===== src/rtl/jahangir_pkg.sv =====
// Shared definitions for the pipeline hazard controller: stage indices, forward
// select codes and the bit layout of one scoreboard entry.
package jahangir_pkg;

    localparam int STG_PC    = 0;
    localparam int STG_IFID  = 1;
    localparam int STG_IDEX  = 2;
    localparam int STG_EXMEM = 3;
    localparam int STG_MEMWB = 4;
    localparam int NUM_STG   = 5;

    // Scoreboard slots, youngest first.
    localparam int SB_EX  = 0;
    localparam int SB_MEM = 1;
    localparam int SB_WB  = 2;
    localparam int NUM_SB = 3;

    typedef enum logic [1:0] {
        FWD_RF  = 2'd0,
        FWD_EX  = 2'd1,
        FWD_MEM = 2'd2,
        FWD_WB  = 2'd3
    } fwd_sel_e;

    // Entry layout, LSB first: is_load, wr_address[ADDR_W], wr_enable, valid.
    localparam int SB_LD       = 0;
    localparam int SB_ADDR_LSB = 1;

    function automatic int sb_we_bit(input int addr_w);
        return addr_w + 1;
    endfunction

    function automatic int sb_vld_bit(input int addr_w);
        return addr_w + 2;
    endfunction

    function automatic int sb_width(input int addr_w);
        return addr_w + 3;
    endfunction

endpackage


===== src/rtl/pipe_hazard_ctrl_if.sv =====
// Decode-side request and hazard-control response bundle between the pipeline
// (master) and the hazard controller (slave).
interface pipe_hazard_ctrl_if #(
    parameter int ADDR_W = 5,
    parameter int MC_W   = 5,
    parameter int PERF_W = 16
);
    logic              in_id_reg1_enable;
    logic [ADDR_W-1:0] in_id_reg1_address;
    logic              in_id_reg2_enable;
    logic [ADDR_W-1:0] in_id_reg2_address;
    logic              in_id_wr_enable;
    logic [ADDR_W-1:0] in_id_wr_address;
    logic              in_id_is_load;
    logic              in_id_mc;
    logic [MC_W-1:0]   in_id_mc_cycles;
    logic              in_flush;

    logic [4:0]        out_stall;
    logic [4:0]        out_flush;
    logic [1:0]        out_fwd_sel1;
    logic [1:0]        out_fwd_sel2;
    logic              out_mc_busy;
    logic [PERF_W-1:0] out_stall_cycles;

    modport master (
        output in_id_reg1_enable, in_id_reg1_address, in_id_reg2_enable, in_id_reg2_address,
               in_id_wr_enable, in_id_wr_address, in_id_is_load, in_id_mc, in_id_mc_cycles,
               in_flush,
        input  out_stall, out_flush, out_fwd_sel1, out_fwd_sel2, out_mc_busy, out_stall_cycles
    );

    modport slave (
        input  in_id_reg1_enable, in_id_reg1_address, in_id_reg2_enable, in_id_reg2_address,
               in_id_wr_enable, in_id_wr_address, in_id_is_load, in_id_mc, in_id_mc_cycles,
               in_flush,
        output out_stall, out_flush, out_fwd_sel1, out_fwd_sel2, out_mc_busy, out_stall_cycles
    );

endinterface


===== src/rtl/pipe_hazard_ctrl_hazard_cmp.sv =====
// One decode source compared against the ex/mem/wb scoreboard entries; yields the
// per-entry match vector and the youngest-wins forward select.
module hazard_cmp
    import jahangir_pkg::*;
#(
    parameter int ADDR_W = 5,
    parameter int SB_W   = ADDR_W + 3,
    parameter int FWD_EN = 1
) (
    input  logic                        src_en,
    input  logic [ADDR_W-1:0]           src_addr,
    input  logic [NUM_SB-1:0][SB_W-1:0] sb,
    output logic [NUM_SB-1:0]           match,
    output logic [1:0]                  fwd_sel
);
    localparam int VLD_B = sb_vld_bit(ADDR_W);
    localparam int WE_B  = sb_we_bit(ADDR_W);

    logic src_live;

    // r0 is hard-wired zero, so reading it never depends on an in-flight write.
    assign src_live = src_en & (src_addr != '0);

    for (genvar s = 0; s < NUM_SB; s++) begin : g_ent
        assign match[s] = src_live & sb[s][VLD_B] & sb[s][WE_B]
                        & (sb[s][SB_ADDR_LSB +: ADDR_W] == src_addr);
    end

    always_comb begin
        fwd_sel = FWD_RF;
        if (FWD_EN != 0) begin
            if (match[SB_EX])       fwd_sel = FWD_EX;
            else if (match[SB_MEM]) fwd_sel = FWD_MEM;
            else if (match[SB_WB])  fwd_sel = FWD_WB;
        end
    end

endmodule


===== src/rtl/pipe_hazard_ctrl.sv =====
// Hazard, stall and flush controller for the 5-stage core: tracks in-flight writes
// in ex/mem/wb, drives forward selects and per-register hold/bubble controls.
module pipe_hazard_ctrl
    import jahangir_pkg::*;
#(
    parameter int ADDR_W = 5,
    parameter int MC_W   = 5,
    parameter int FWD_EN = 1,
    parameter int PERF_W = 16
) (
    input logic               clk,
    input logic               rst_n,
    pipe_hazard_ctrl_if.slave bus
);
    localparam int SB_W = sb_width(ADDR_W);

    logic [NUM_SB-1:0][SB_W-1:0] sb_q;
    logic [MC_W-1:0]             mc_cnt_q;
    logic [PERF_W-1:0]           perf_q;

    logic [1:0]                  src_en;
    logic [1:0][ADDR_W-1:0]      src_addr;
    logic [1:0][NUM_SB-1:0]      match;
    logic [1:0][1:0]             sel;

    logic [SB_W-1:0]             id_ent;
    logic                        mc_active, ld_use, raw, hazard, id_move, mc_load;
    logic [NUM_STG-1:0]          stall, flush;

    assign src_en   = {bus.in_id_reg2_enable, bus.in_id_reg1_enable};
    assign src_addr = {bus.in_id_reg2_address, bus.in_id_reg1_address};

    for (genvar g = 0; g < 2; g++) begin : g_src
        hazard_cmp #(
            .ADDR_W (ADDR_W),
            .SB_W   (SB_W),
            .FWD_EN (FWD_EN)
        ) u_cmp (
            .src_en   (src_en[g]),
            .src_addr (src_addr[g]),
            .sb       (sb_q),
            .match    (match[g]),
            .fwd_sel  (sel[g])
        );
    end

    assign id_ent    = {1'b1, bus.in_id_wr_enable, bus.in_id_wr_address, bus.in_id_is_load};
    assign mc_active = (mc_cnt_q != '0);

    // With forwarding only a load still in ex is unresolvable; without it any
    // pending write must drain through wb first.
    assign ld_use = sb_q[SB_EX][SB_LD] & (match[0][SB_EX] | match[1][SB_EX]);
    assign raw    = |match;
    assign hazard = (FWD_EN != 0) ? ld_use : raw;

    always_comb begin
        stall = '0;
        flush = '0;
        if (bus.in_flush) begin
            flush[STG_IFID]  = 1'b1;
            flush[STG_IDEX]  = 1'b1;
            flush[STG_EXMEM] = mc_active;
        end else if (mc_active) begin
            stall[STG_PC]    = 1'b1;
            stall[STG_IFID]  = 1'b1;
            stall[STG_IDEX]  = 1'b1;
            flush[STG_EXMEM] = 1'b1;
        end else if (hazard) begin
            stall[STG_PC]    = 1'b1;
            stall[STG_IFID]  = 1'b1;
            flush[STG_IDEX]  = 1'b1;
        end
    end

    assign id_move = ~(stall[STG_IDEX] | flush[STG_IDEX]);
    assign mc_load = bus.in_id_mc & (bus.in_id_mc_cycles > MC_W'(1));

    always_ff @(posedge clk or negedge rst_n) begin
        if (!rst_n) begin
            sb_q     <= '0;
            mc_cnt_q <= '0;
            perf_q   <= '0;
        end else begin
            sb_q[SB_WB] <= sb_q[SB_MEM];
            if (flush[STG_EXMEM])      sb_q[SB_MEM] <= '0;
            else if (!stall[STG_EXMEM]) sb_q[SB_MEM] <= sb_q[SB_EX];
            if (flush[STG_IDEX])       sb_q[SB_EX] <= '0;
            else if (!stall[STG_IDEX]) sb_q[SB_EX] <= id_ent;

            // Countdown holds the op in ex for cycles-1 extra edges; a redirect aborts it.
            if (bus.in_flush)          mc_cnt_q <= '0;
            else if (mc_active)        mc_cnt_q <= mc_cnt_q - MC_W'(1);
            else if (id_move && mc_load) mc_cnt_q <= bus.in_id_mc_cycles - MC_W'(1);

            if (stall[STG_PC] && (perf_q != '1)) perf_q <= perf_q + PERF_W'(1);
        end
    end

    // Outputs are forced quiet during reset even though in_flush is a live input.
    assign bus.out_stall        = rst_n ? stall : '0;
    assign bus.out_flush        = rst_n ? flush : '0;
    assign bus.out_fwd_sel1     = rst_n ? sel[0] : '0;
    assign bus.out_fwd_sel2     = rst_n ? sel[1] : '0;
    assign bus.out_mc_busy      = rst_n & mc_active;
    assign bus.out_stall_cycles = rst_n ? perf_q : '0;

endmodule


===== src/flat_wrapper.sv =====
// flat-port wrapper written by rule: the top's interface ports become plain ports
module pipe_hazard_ctrl_flat import jahangir_pkg::*;
#(
    parameter int ADDR_W = 5,
    parameter int MC_W   = 5,
    parameter int FWD_EN = 1,
    parameter int PERF_W = 16
)
  (clk, rst_n, bus_in_id_reg1_enable, bus_in_id_reg1_address, bus_in_id_reg2_enable, bus_in_id_reg2_address, bus_in_id_wr_enable, bus_in_id_wr_address, bus_in_id_is_load, bus_in_id_mc, bus_in_id_mc_cycles, bus_in_flush, bus_out_stall, bus_out_flush, bus_out_fwd_sel1, bus_out_fwd_sel2, bus_out_mc_busy, bus_out_stall_cycles);
  pipe_hazard_ctrl_if #(.ADDR_W(ADDR_W), .MC_W(MC_W), .PERF_W(PERF_W)) bus_i ();
  input logic clk;
  input logic rst_n;
  input wire logic [$bits(bus_i.in_id_reg1_enable)-1:0] bus_in_id_reg1_enable;
  input wire logic [$bits(bus_i.in_id_reg1_address)-1:0] bus_in_id_reg1_address;
  input wire logic [$bits(bus_i.in_id_reg2_enable)-1:0] bus_in_id_reg2_enable;
  input wire logic [$bits(bus_i.in_id_reg2_address)-1:0] bus_in_id_reg2_address;
  input wire logic [$bits(bus_i.in_id_wr_enable)-1:0] bus_in_id_wr_enable;
  input wire logic [$bits(bus_i.in_id_wr_address)-1:0] bus_in_id_wr_address;
  input wire logic [$bits(bus_i.in_id_is_load)-1:0] bus_in_id_is_load;
  input wire logic [$bits(bus_i.in_id_mc)-1:0] bus_in_id_mc;
  input wire logic [$bits(bus_i.in_id_mc_cycles)-1:0] bus_in_id_mc_cycles;
  input wire logic [$bits(bus_i.in_flush)-1:0] bus_in_flush;
  output wire logic [$bits(bus_i.out_stall)-1:0] bus_out_stall;
  output wire logic [$bits(bus_i.out_flush)-1:0] bus_out_flush;
  output wire logic [$bits(bus_i.out_fwd_sel1)-1:0] bus_out_fwd_sel1;
  output wire logic [$bits(bus_i.out_fwd_sel2)-1:0] bus_out_fwd_sel2;
  output wire logic [$bits(bus_i.out_mc_busy)-1:0] bus_out_mc_busy;
  output wire logic [$bits(bus_i.out_stall_cycles)-1:0] bus_out_stall_cycles;
  assign bus_i.in_id_reg1_enable = bus_in_id_reg1_enable;
  assign bus_i.in_id_reg1_address = bus_in_id_reg1_address;
  assign bus_i.in_id_reg2_enable = bus_in_id_reg2_enable;
  assign bus_i.in_id_reg2_address = bus_in_id_reg2_address;
  assign bus_i.in_id_wr_enable = bus_in_id_wr_enable;
  assign bus_i.in_id_wr_address = bus_in_id_wr_address;
  assign bus_i.in_id_is_load = bus_in_id_is_load;
  assign bus_i.in_id_mc = bus_in_id_mc;
  assign bus_i.in_id_mc_cycles = bus_in_id_mc_cycles;
  assign bus_i.in_flush = bus_in_flush;
  assign bus_out_stall = bus_i.out_stall;
  assign bus_out_flush = bus_i.out_flush;
  assign bus_out_fwd_sel1 = bus_i.out_fwd_sel1;
  assign bus_out_fwd_sel2 = bus_i.out_fwd_sel2;
  assign bus_out_mc_busy = bus_i.out_mc_busy;
  assign bus_out_stall_cycles = bus_i.out_stall_cycles;
  pipe_hazard_ctrl #(.ADDR_W(ADDR_W), .MC_W(MC_W), .FWD_EN(FWD_EN), .PERF_W(PERF_W)) u_core (.clk(clk), .rst_n(rst_n), .bus(bus_i));
endmodule

===== config.mk =====
export PLATFORM = sky130hd
export DESIGN_NAME = pipe_hazard_ctrl_flat
export DESIGN_NICKNAME = d
export VERILOG_FILES = /design/src/rtl/jahangir_pkg.sv /design/src/rtl/pipe_hazard_ctrl_if.sv /design/src/rtl/pipe_hazard_ctrl_hazard_cmp.sv /design/src/rtl/pipe_hazard_ctrl.sv /design/src/flat_wrapper.sv
export SDC_FILE = /design/constraint.sdc
export NUM_CORES = 1
export LEC_CHECK = 0
export CAP_MARGIN = 0
export CORE_MARGIN = 3
export CORE_UTILIZATION = 45
export DETAILED_ROUTE_END_ITERATION = 7
export PLACE_DENSITY_LB_ADDON = 0.12
export SYNTH_ARGS = -nofsm -noshare
export SYNTH_HDL_FRONTEND = slang
export SYNTH_SLANG_ARGS = --single-unit

===== constraint.sdc =====
create_clock -name clk -period 5.1 [get_ports clk]
set_input_delay 1.275 -clock clk [delete_from_list [all_inputs] [get_ports clk]]
set_output_delay 1.275 -clock clk [all_outputs]
set_load 0.01 [all_outputs]

# Word level (Yosys, flattened, before mapping)
# Index checks and enable logic that the tools add are counted.
# totals
elab_cells	74
out_inout_bits	31
in_bits	28
ff_bits	45
# classes
add_sub_neg	3
n_reduce_logical	6
n_mux	25
n_bitwise	26
eq_ne	8
order_cmp	1
# ops
operator	count
equality test 5 bit	6
2-to-1 mux 8 bit	3
bitwise AND 1 bit	23
2-to-1 mux 2 bit	11
adder 16 x 1 -> 16 bit (second input constant)	1
2-to-1 mux 16 bit	1
inequality test 16 bit (second input constant)	1
2-to-1 mux 5 bit	3
nonzero test 5 bit	3
subtractor 5 x 1 -> 5 bit (second input constant)	2
2-to-1 mux 3 bit	2
greater-than comparator 5 x 1 -> 1 bit (second input constant)	1
2-to-1 mux 1 bit	4
2-to-1 mux 4 bit	1
nonzero test 3 bit	1
logical AND 1 bit	2
inequality test 2 bit (second input constant)	1
OR 1 bit	2
NOT 1 bit	1

# Logic depth before layout (Yosys ltp)
# depth
ltp_word	16
ltp_mapped	8
depth_no_buf	7

# Hierarchy
# From an unflattened synthesis, not the netlist that was laid out.
# hier_totals
cells_unflattened	260
hier_area_um2	2628.8
# by_module_without_submodules
mod	n_inst	cells_each	seq_area_each_um2	area_each_um2
pipe_hazard_ctrl	1	200	1126.1	2180.8
hazard_cmp	2	30	0.0	224.0

# Worst setup path before layout
# Ideal clock, no wire load.
# synth_timing
path_kind	input-to-output
start	input bus_in_id_reg1_address[0]
end	output bus_out_stall[1]
t_required_ns	3.825
path_slack_ns	1.018
n_path_buf	1
cell_stages	7
arrival_ns	2.807
path_cell_list	or4_1 -> o21ai_2 -> nor3_2 -> o21a_4 -> nand2b_4 -> and3b_1 -> buf_4
# synth_via
elab_chain_len	11
elab_cells_between_ends	12
cone_classes	eq/ne (1); mux (4); bitwise (6); reduce/logical (1)
# synth_lines
item	line_no	source
from (decl)	flat_wrapper.sv:14	input wire logic [$bits(bus_i.in_id_reg1_address)-1:0] bus_in_id_reg1_address;
nonzero test 5 bit	pipe_hazard_ctrl_hazard_cmp.sv:22	assign src_live = src_en & (src_addr != '0);
bitwise AND 1 bit	pipe_hazard_ctrl_hazard_cmp.sv:22	
bitwise AND 1 bit (2 in a row)	pipe_hazard_ctrl_hazard_cmp.sv:25	assign match[s] = src_live & sb[s][VLD_B] & sb[s][WE_B]
bitwise AND 1 bit (*)	pipe_hazard_ctrl_hazard_cmp.sv:26	& (sb[s][SB_ADDR_LSB +: ADDR_W] == src_addr);
OR 1 bit (*)	pipe_hazard_ctrl.sv:52	assign ld_use = sb_q[SB_EX][SB_LD] & (match[0][SB_EX] | match[1][SB_EX]);
bitwise AND 1 bit (*)	pipe_hazard_ctrl.sv:52	
2-to-1 mux 2 bit (*)	pipe_hazard_ctrl.sv:68	end else if (hazard) begin
2-to-1 mux 2 bit (*)	pipe_hazard_ctrl.sv:63	end else if (mc_active) begin
2-to-1 mux 3 bit (*)	pipe_hazard_ctrl.sv:59	if (bus.in_flush) begin
2-to-1 mux 3 bit (*)	pipe_hazard_ctrl.sv:100	assign bus.out_stall = rst_n ? stall : '0;
to (decl)	flat_wrapper.sv:23	output wire logic [$bits(bus_i.out_stall)-1:0] bus_out_stall;
# Mark *: on every way between the ends. The rest lies on a longest branch, timed or not.

# Worst setup path after layout
# layout_timing
start	input bus_in_id_reg2_address[3]
end	output bus_out_stall[1]
# layout_via
elab_chain_len	11
elab_cells_between_ends	12
cone_classes	eq/ne (1); mux (4); bitwise (6); reduce/logical (1)
# layout_lines
item	line_no	source
from (decl)	flat_wrapper.sv:16	input wire logic [$bits(bus_i.in_id_reg2_address)-1:0] bus_in_id_reg2_address;
nonzero test 5 bit	pipe_hazard_ctrl_hazard_cmp.sv:22	
bitwise AND 1 bit	pipe_hazard_ctrl_hazard_cmp.sv:22	
bitwise AND 1 bit (2 in a row)	pipe_hazard_ctrl_hazard_cmp.sv:25	
bitwise AND 1 bit (*)	pipe_hazard_ctrl_hazard_cmp.sv:26	
OR 1 bit (*)	pipe_hazard_ctrl.sv:52	
bitwise AND 1 bit (*)	pipe_hazard_ctrl.sv:52	
2-to-1 mux 2 bit (*)	pipe_hazard_ctrl.sv:68	
2-to-1 mux 2 bit (*)	pipe_hazard_ctrl.sv:63	
2-to-1 mux 3 bit (*)	pipe_hazard_ctrl.sv:59	
2-to-1 mux 3 bit (*)	pipe_hazard_ctrl.sv:100	
# Marks and branches as above.

==> flow_metrics.tcl <==
set metrics [dict create \
    worstHoldStart "u_core.sb_q[14]" \
    yosys_warnings 0 \
    clockBufferDepth 2 \
    syn_inst 246 \
    fin_crit_ps 4970 \
    nets 340 \
    reg2reg_slack_ps 3070 \
    syn_avg_cell_area_um2 10.03 \
    finalCritPeriodShare_pct 97.44 \
    cp.required_ps 3830 \
    utilization_pct 61.37 \
    core-area_mm2 0.005205 \
    wire_per_inst_um 13.89 \
    multi_input_area_mm2 0.001313 \
    rows 26 \
    viasPerCell 5.016 \
    r2r-end "u_core.mc_cnt_q[1]" \
    tritoncts "built" \
    layout_commonest_cell "clkdlybuf4s50_1" \
    reg2regPathDepth 7 \
    drv_cap 0 \
    critical-path-slowest-cell "or4_4" \
    switchingPower_mw 0.4165 \
    cp_max_fo 7 \
    drc 0 \
    crit_type "in2out" \
    tns_ps 0 \
    ir_worst_vdd_mv 0.2517 \
    clk_pin_slew_ps 80 \
    antenna_left 0 \
    grt_pass1_wl_mm 8.749 \
    ff_latch_area_mm2 0.001076 \
    final_max_slew_viol_count 0 \
    rsz0062_at_grt "no" \
    ys_seq_area_share_pct 43.61 \
    ctsHtreeMaxLevel 2 \
    cts_sinks 43 \
    io_pins 59 \
    setup_viol 0 \
    p_int_mw 0.7499 \
    antenna_found_initial 0 \
    fmax_mhz 201.2 \
    drive_gt1_share_pct 8.738 \
    crit_chain "clkdlybuf4s50_1, or4_4, o21ai_2, nor3_1, o21a_4, nand2b_4, and3b_1, clkdlybuf4s50_1" \
    holdPathEnd "u_core.sb_q[22]" \
    die_x_um 80.05 \
    max_stage_delay_ps 560 \
    port_buffers 54 \
    cts_root_buf "clkbuf_8" \
    worstMarginPinSlew_ps 768.8 \
    ys_seq_elements 43 \
    worstSetupStartpointType "input port" \
    holdBufCountCts 0 \
    vias 1901 \
    hold_viol 0 \
    finalWirelength_mm 5.266 \
    slew_headroom_pct 48.75 \
    power_frac_comb_pct 37.6 \
    whs_path_depth 0 \
    netSwitchingFraction_pct 35.71 \
    status "complete, no violations" \
    hp-class "reg2reg" \
    path_common_cell "clkdlybuf4s50_1" \
    async_flop_share_pct 100.0 \
    r2r_start "u_core.sb_q[3]" \
    syn_area_mm2 0.002467 \
    cp_data_arrival_time_ps 3690 \
    worstSetupEndpointType "output pin" \
    place.gp.congestion 0.8249 \
    drtPass1Iterations 4 \
    clkPwrFrac_pct 18.2 \
    overflow 0 \
    dp_hpwl_mm 3.990 \
    numCtsBuffers 5 \
    path_buf_inv 2 \
    grt_pass1_vias 1912 \
    synth-main-ff-cell "dfrtp_1" \
    drt-initial-drc-count 34 \
    cp_top_family "simple AND/OR/NAND/NOR gates" \
    synth_edf_count 0 \
    worst-path-stages 8 \
    skew_ps 6.611 \
    power.density_mw_per_mm2 365.2 \
    die_y_um 80.05 \
    p_seq_share_pct 44.2 \
    diodes 0 \
    synth_cell_types 39 \
    final_cell_mix "clkdlybuf4s50_1, dfrtp_1, xnor2_1" \
    clk_latency_ps 300 \
    fill_cells 464 \
    start_util_pct 47.40 \
    dieArea_mm2 0.006407 \
    p_leak_nw 1.363 \
    grt_usage_pct 17.67 \
    area_growth_syn_to_layout_pct 29.46 \
    grt_max_degree 48 \
]
[registers in the layout, summed over array words and instances, names as in the netlist]
name,cells
u_core.sb_q,22
u_core.perf_q,16
u_core.mc_cnt_q,5
[layout make-up]
class	count	share of cell area (%)
multi-input cells	187	41.09
flip-flops and latches	43	33.69
repair buffers	63	18.88
well taps	70	2.742
clock buffers	6	2.272
inverters	8	0.9401
clock inverters	2	0.3917
[worst max path at each step]
stage,from,to,slack [ps]
finish,bus_in_id_reg2_address[3],bus_out_stall[1],130
detailed placement,bus_in_id_reg2_address[3],bus_out_stall[1],90
CTS,bus_in_id_reg2_address[3],bus_out_stall[1],80
global route,bus_in_id_reg2_address[4],bus_out_stall[0],9
global placement,bus_in_id_reg2_address[3],bus_out_stall[0],150
floorplan,bus_in_id_reg1_address[0],bus_out_stall[1],1020
[worst register-to-register path, stage by stage (launching register included)]
cell     delay, ps
dfrtp_1        450
xnor2_1        180
nand4_1        140
nor3_1         380
o21a_4         250
nor2_1         110
a211o_1        330
o32ai_1        100
[Yosys cell counts (2+ instances only)]
cell | n | area, µm²
or4_1 | 4 | 30.03
buf_4 | 6 | 45.04
a21oi_1 | 7 | 35.03
and2_1 | 26 | 162.7
clkbuf_1 | 5 | 18.77
xor2_1 | 16 | 140.1
nand3_1 | 10 | 50.05
nand2b_1 | 2 | 12.51
dfrtp_1 | 43 | 1076
ha_1 | 4 | 50.05
and3b_1 | 3 | 26.28
nor4_1 | 3 | 18.77
nand2_1 | 10 | 37.54
nand4_1 | 9 | 56.30
nor2b_1 | 3 | 18.77
xnor2_1 | 34 | 297.8
o21ai_2 | 3 | 26.28
nor2_1 | 16 | 60.06
nor3_1 | 9 | 45.04
inv_1 | 8 | 30.03
a22o_1 | 7 | 61.31
[layer usage]
metal	global-route usage (%)	vias up	wire length, µm	share of wire [%]
li1	-	953	-	-
met1	22.43	882	2399	46
met2	28.06	54	2480	47
met3	4.176	12	256	4.9
met4	8.784	0	129	2.4
met5	0	-	0	0
[power by group through the flow]
| stage | Sequential [mW] | Clock (mW) | Combinational [mW] |
|---|---|---|---|
| finish | 0.516 | 0.212 | 0.439 |
| global route | 0.529 | 0.238 | 0.491 |
| CTS | 0.518 | 0.220 | 0.445 |
| detailed placement | 0.524 | 0 | 0.441 |
| global placement | 0.525 | 0 | 0.436 |
| floorplan | 0.496 | 0 | 0.302 |
[logic make-up (layout without fill, tap and decap cells)]
logic type | Yosys count | in the layout | synth area share (%)
AOI/OAI and AO/OA | 26 | 26 | 8.621
muxes | 1 | 1 | 0.4564
DFF | 43 | 43 | 43.61
buffers and inverters | 19 | 79 | 3.803
adders and majority gates | 4 | 4 | 2.028
other | 1 | 4 | 0.1520
xor gates and xnor gates | 50 | 50 | 17.75
and+or+nand+nor | 102 | 102 | 23.58
[per-stage QoR]
stage               std cells  worst slack, ps  power, mW  cell area (µm²)  hold WS (ps)
floorplan                 249             1018     0.7979             2479         353.5
global placement          371            151.6     0.9619             3105         355.7
detailed placement        371            86.27     0.9654             3105         362.9
CTS                       379            77.21      1.183             3191         380.2
global route              379            9.304      1.257             3194         383.6
finish                    379            130.5      1.166             3194         376.8
[repair_timing]
action                     4_1_cts  5_1_grt
setup endpoints to repair        0        2
buffers inserted                 0        0
resized for setup                0        1
Power figures use the tool's default switching activity.
==> RTL change (same flow settings) <==
`MC_W` is set to 5 in 3 places; all go to 10.
--- a/src/rtl/pipe_hazard_ctrl_if.sv
+++ b/src/rtl/pipe_hazard_ctrl_if.sv
@@ -3,5 +3,5 @@
 interface pipe_hazard_ctrl_if #(
     parameter int ADDR_W = 5,
-    parameter int MC_W   = 5,
+    parameter int MC_W   = 10,
     parameter int PERF_W = 16
 );
--- a/src/rtl/pipe_hazard_ctrl.sv
+++ b/src/rtl/pipe_hazard_ctrl.sv
@@ -5,5 +5,5 @@
 #(
     parameter int ADDR_W = 5,
-    parameter int MC_W   = 5,
+    parameter int MC_W   = 10,
     parameter int FWD_EN = 1,
     parameter int PERF_W = 16
--- a/src/flat_wrapper.sv
+++ b/src/flat_wrapper.sv
@@ -3,5 +3,5 @@
 #(
     parameter int ADDR_W = 5,
-    parameter int MC_W   = 5,
+    parameter int MC_W   = 10,
     parameter int FWD_EN = 1,
     parameter int PERF_W = 16
Ports: changed (resized bus_in_id_mc_cycles); port bits go from 59 to 64. The function was not compared with the original's and may differ.
==> RTL change against the original RTL <==
Critical path depth unchanged. Sequential cell count is 5 higher. Global-route usage increased by 1.1 points. Synthesized area is 21% higher. Count of clock-buffer cells in the layout is the same. Combinational power is 28% higher. Power increased by 15%. Synthesized cell count increased by 21%. Worst setup slack better by 0.042 ns. Fmax grew 0.84%. Wire length rose by 28%. Clock skew is 0.0045 ns higher. Design area rose by 17%. Utilization down 3.0 points. Critical endpoint unchanged.
==> RTL change: results (changes against the original RTL) <==
Power and ir drop
  • Reg power frac: 41.9% (-2.3 points)
  • Sw frac: 37.81% (+2.1 points)
  • Leakage: 1.463 nW (+7.4%)
  • Clk network pwr share: 16.0% (-2.2 points)
  • Total Power: 1.336 mW (+15%)
  • Worst vdd ir: 0.0002300 V (-8.6%)

Setup path
  • Critical path fanouts, max: 4 (-3)
  • Arr. time, crit path: 3.65 ns (-0.04 ns)

Place
  • Cells after DPL: 430 (+16%)
  • Post-DP Area: 0.003636 sq mm (+17%)
  • Worst slack at placement: 0.1401 ns (+0.05382 ns)
  • Port bufs: 59 (+9.3%)
  • DP HPWL: 5.059 mm (+27%)
  • Final Wtd Congestion: 0.8582 (+4.0%)

Routing
  • DR iter-0 viols: 70 (+110%)
  • Drt wl/cell: 15.44 um (+11%)
  • Vias per cell: 5.515 (+9.9%)

GRT
  • Largest net degree at the start of global routing: 40 (-17%)
  • Initial antenna violation count: 0 (unchanged)
  • GR Util met1: 26.10% (+3.7 points)
  • First-pass GRT wire length: 11.41 mm (+30%)
  • Met3 usage: 4.163% (-0.013 points)
  • Vias in the first global route: 2384 (+25%)
  • M2 GR Usage: 28.97% (+0.91 points)
  • Total Routing Usage GR: 18.75% (+1.1 points)

CTS
  • Clock Latency Late Sink: 0.30 ns (about the same)
  • CTS root buffer: clkbuf_8
  • # hold bufs at CTS: 0 (unchanged)
  • CTS resizes: 0 (unchanged)
  • Post-CTS setup buffers: 0 (unchanged)

Yosys
  • Synth unique cells: 58 (+49%)
  • XOR/XNOR Fraction of Synth Area: 16.75% (-1.0 points)
  • Synth top cells by count: 48 x dfrtp_1, 45 x xnor2_1, 28 x and2_1
  • Post-synth top area share: 40.30% (-3.3 points)
  • Register area share after synthesis: 40.30% (-3.3 points)
  • Mapped Cells: 298 (+21%)
  • Adder-cell share of the synthesized area: 1.679% (-0.35 points)
  • Synth Area in Compound Gates: 14.61% (+6.0 points)
  • Mux cell area share after synthesis: 0.3778% (-0.079 points)
  • Synth area leaders: dfrtp_1 40%, xnor2_1 13%, and2_1 5.9%

Min path
  • Hold crit path type: flip-flop to flip-flop

Cells and area
  • Non-Filler Instances: 437 (+15%)
  • Layout cells sized above 1: 7.778% (-0.96 points)
  • # diodes: 0 (unchanged)
  • Largest registers: u_core.sb_q: 22 flops, u_core.perf_q: 16 flops, u_core.mc_cnt_q: 10 flops
  • Nets@finish: 397 (+17%)

Timing
  • Slew Limit Headroom: 59.66% (+11 points)
  • Clock skew: 0.01107 ns (+0.004456 ns)

Run status
  • Status: completed
[RTL change: cell types whose count changed after synthesis, sizes merged, moves of 3 or more]
cell and delta:
nand3 -6, xor2 -4, nor4 +3, buf +5
a21oi -4, dfrtp +5, o21ai +7, or4 +3
xnor2 +11, a2111oi +9, nand2 +4, nor3 -3
o2111ai +7
[RTL change: routing by layer]
| metal | vias to the layer above | wire (um) |
|---|---|---|
| li1 | 1192 | - |
| met1 | 1146 | 3248 |
| met2 | 63 | 3058 |
| met3 | 9 | 342 |
| met4 | 0 | 100 |
| met5 | - | 0 |
[RTL change: worst paths after layout]
check | from | end | slack [ns] | cells after the start
max | bus_in_id_reg2_address[0] | bus_out_stall[1] | 0.17 | 8
min reg2reg | u_core.sb_q[15] | u_core.sb_q[23] | 0.38 | 0
max in group asynchronous | rst_n | u_core.sb_q[4] | 3.39 | 2
min | u_core.sb_q[15] | u_core.sb_q[23] | 0.38 | 0
min in group asynchronous | rst_n | u_core.perf_q[15] | 0.96 | 1
max reg2reg | u_core.mc_cnt_q[0] | u_core.perf_q[1] | 2.36 | 7
[RTL change: critical path, cell delays in order]
cell and delay [ns]:
clkdlybuf4s50_1 0.50, or4_1 0.57, o21ai_1 0.24, nor3_2 0.12, o21a_1 0.19, nor2_1 0.17
nor3b_1 0.09, clkdlybuf4s50_1 0.49
[RTL change: cell families after synthesis]
group,after synthesis
other,1
buffers and inverters,24
adder cells (fa/ha/maj),4
AND/OR/NAND/NOR,109
XOR/XNOR,57
AO/OA/AOI/OAI,54
flip-flops,48
multiplexers,1
[RTL change: layout make-up]
cell class              instances  area (sq um)
well taps                      77         96.34
clock inverters                 1         5.005
inverters                       9         33.78
repair buffers                 67         645.6
clock buffers                   6         72.57
flip-flops and latches         48          1201
multi-input cells             229          1674
fillers                       590          2658
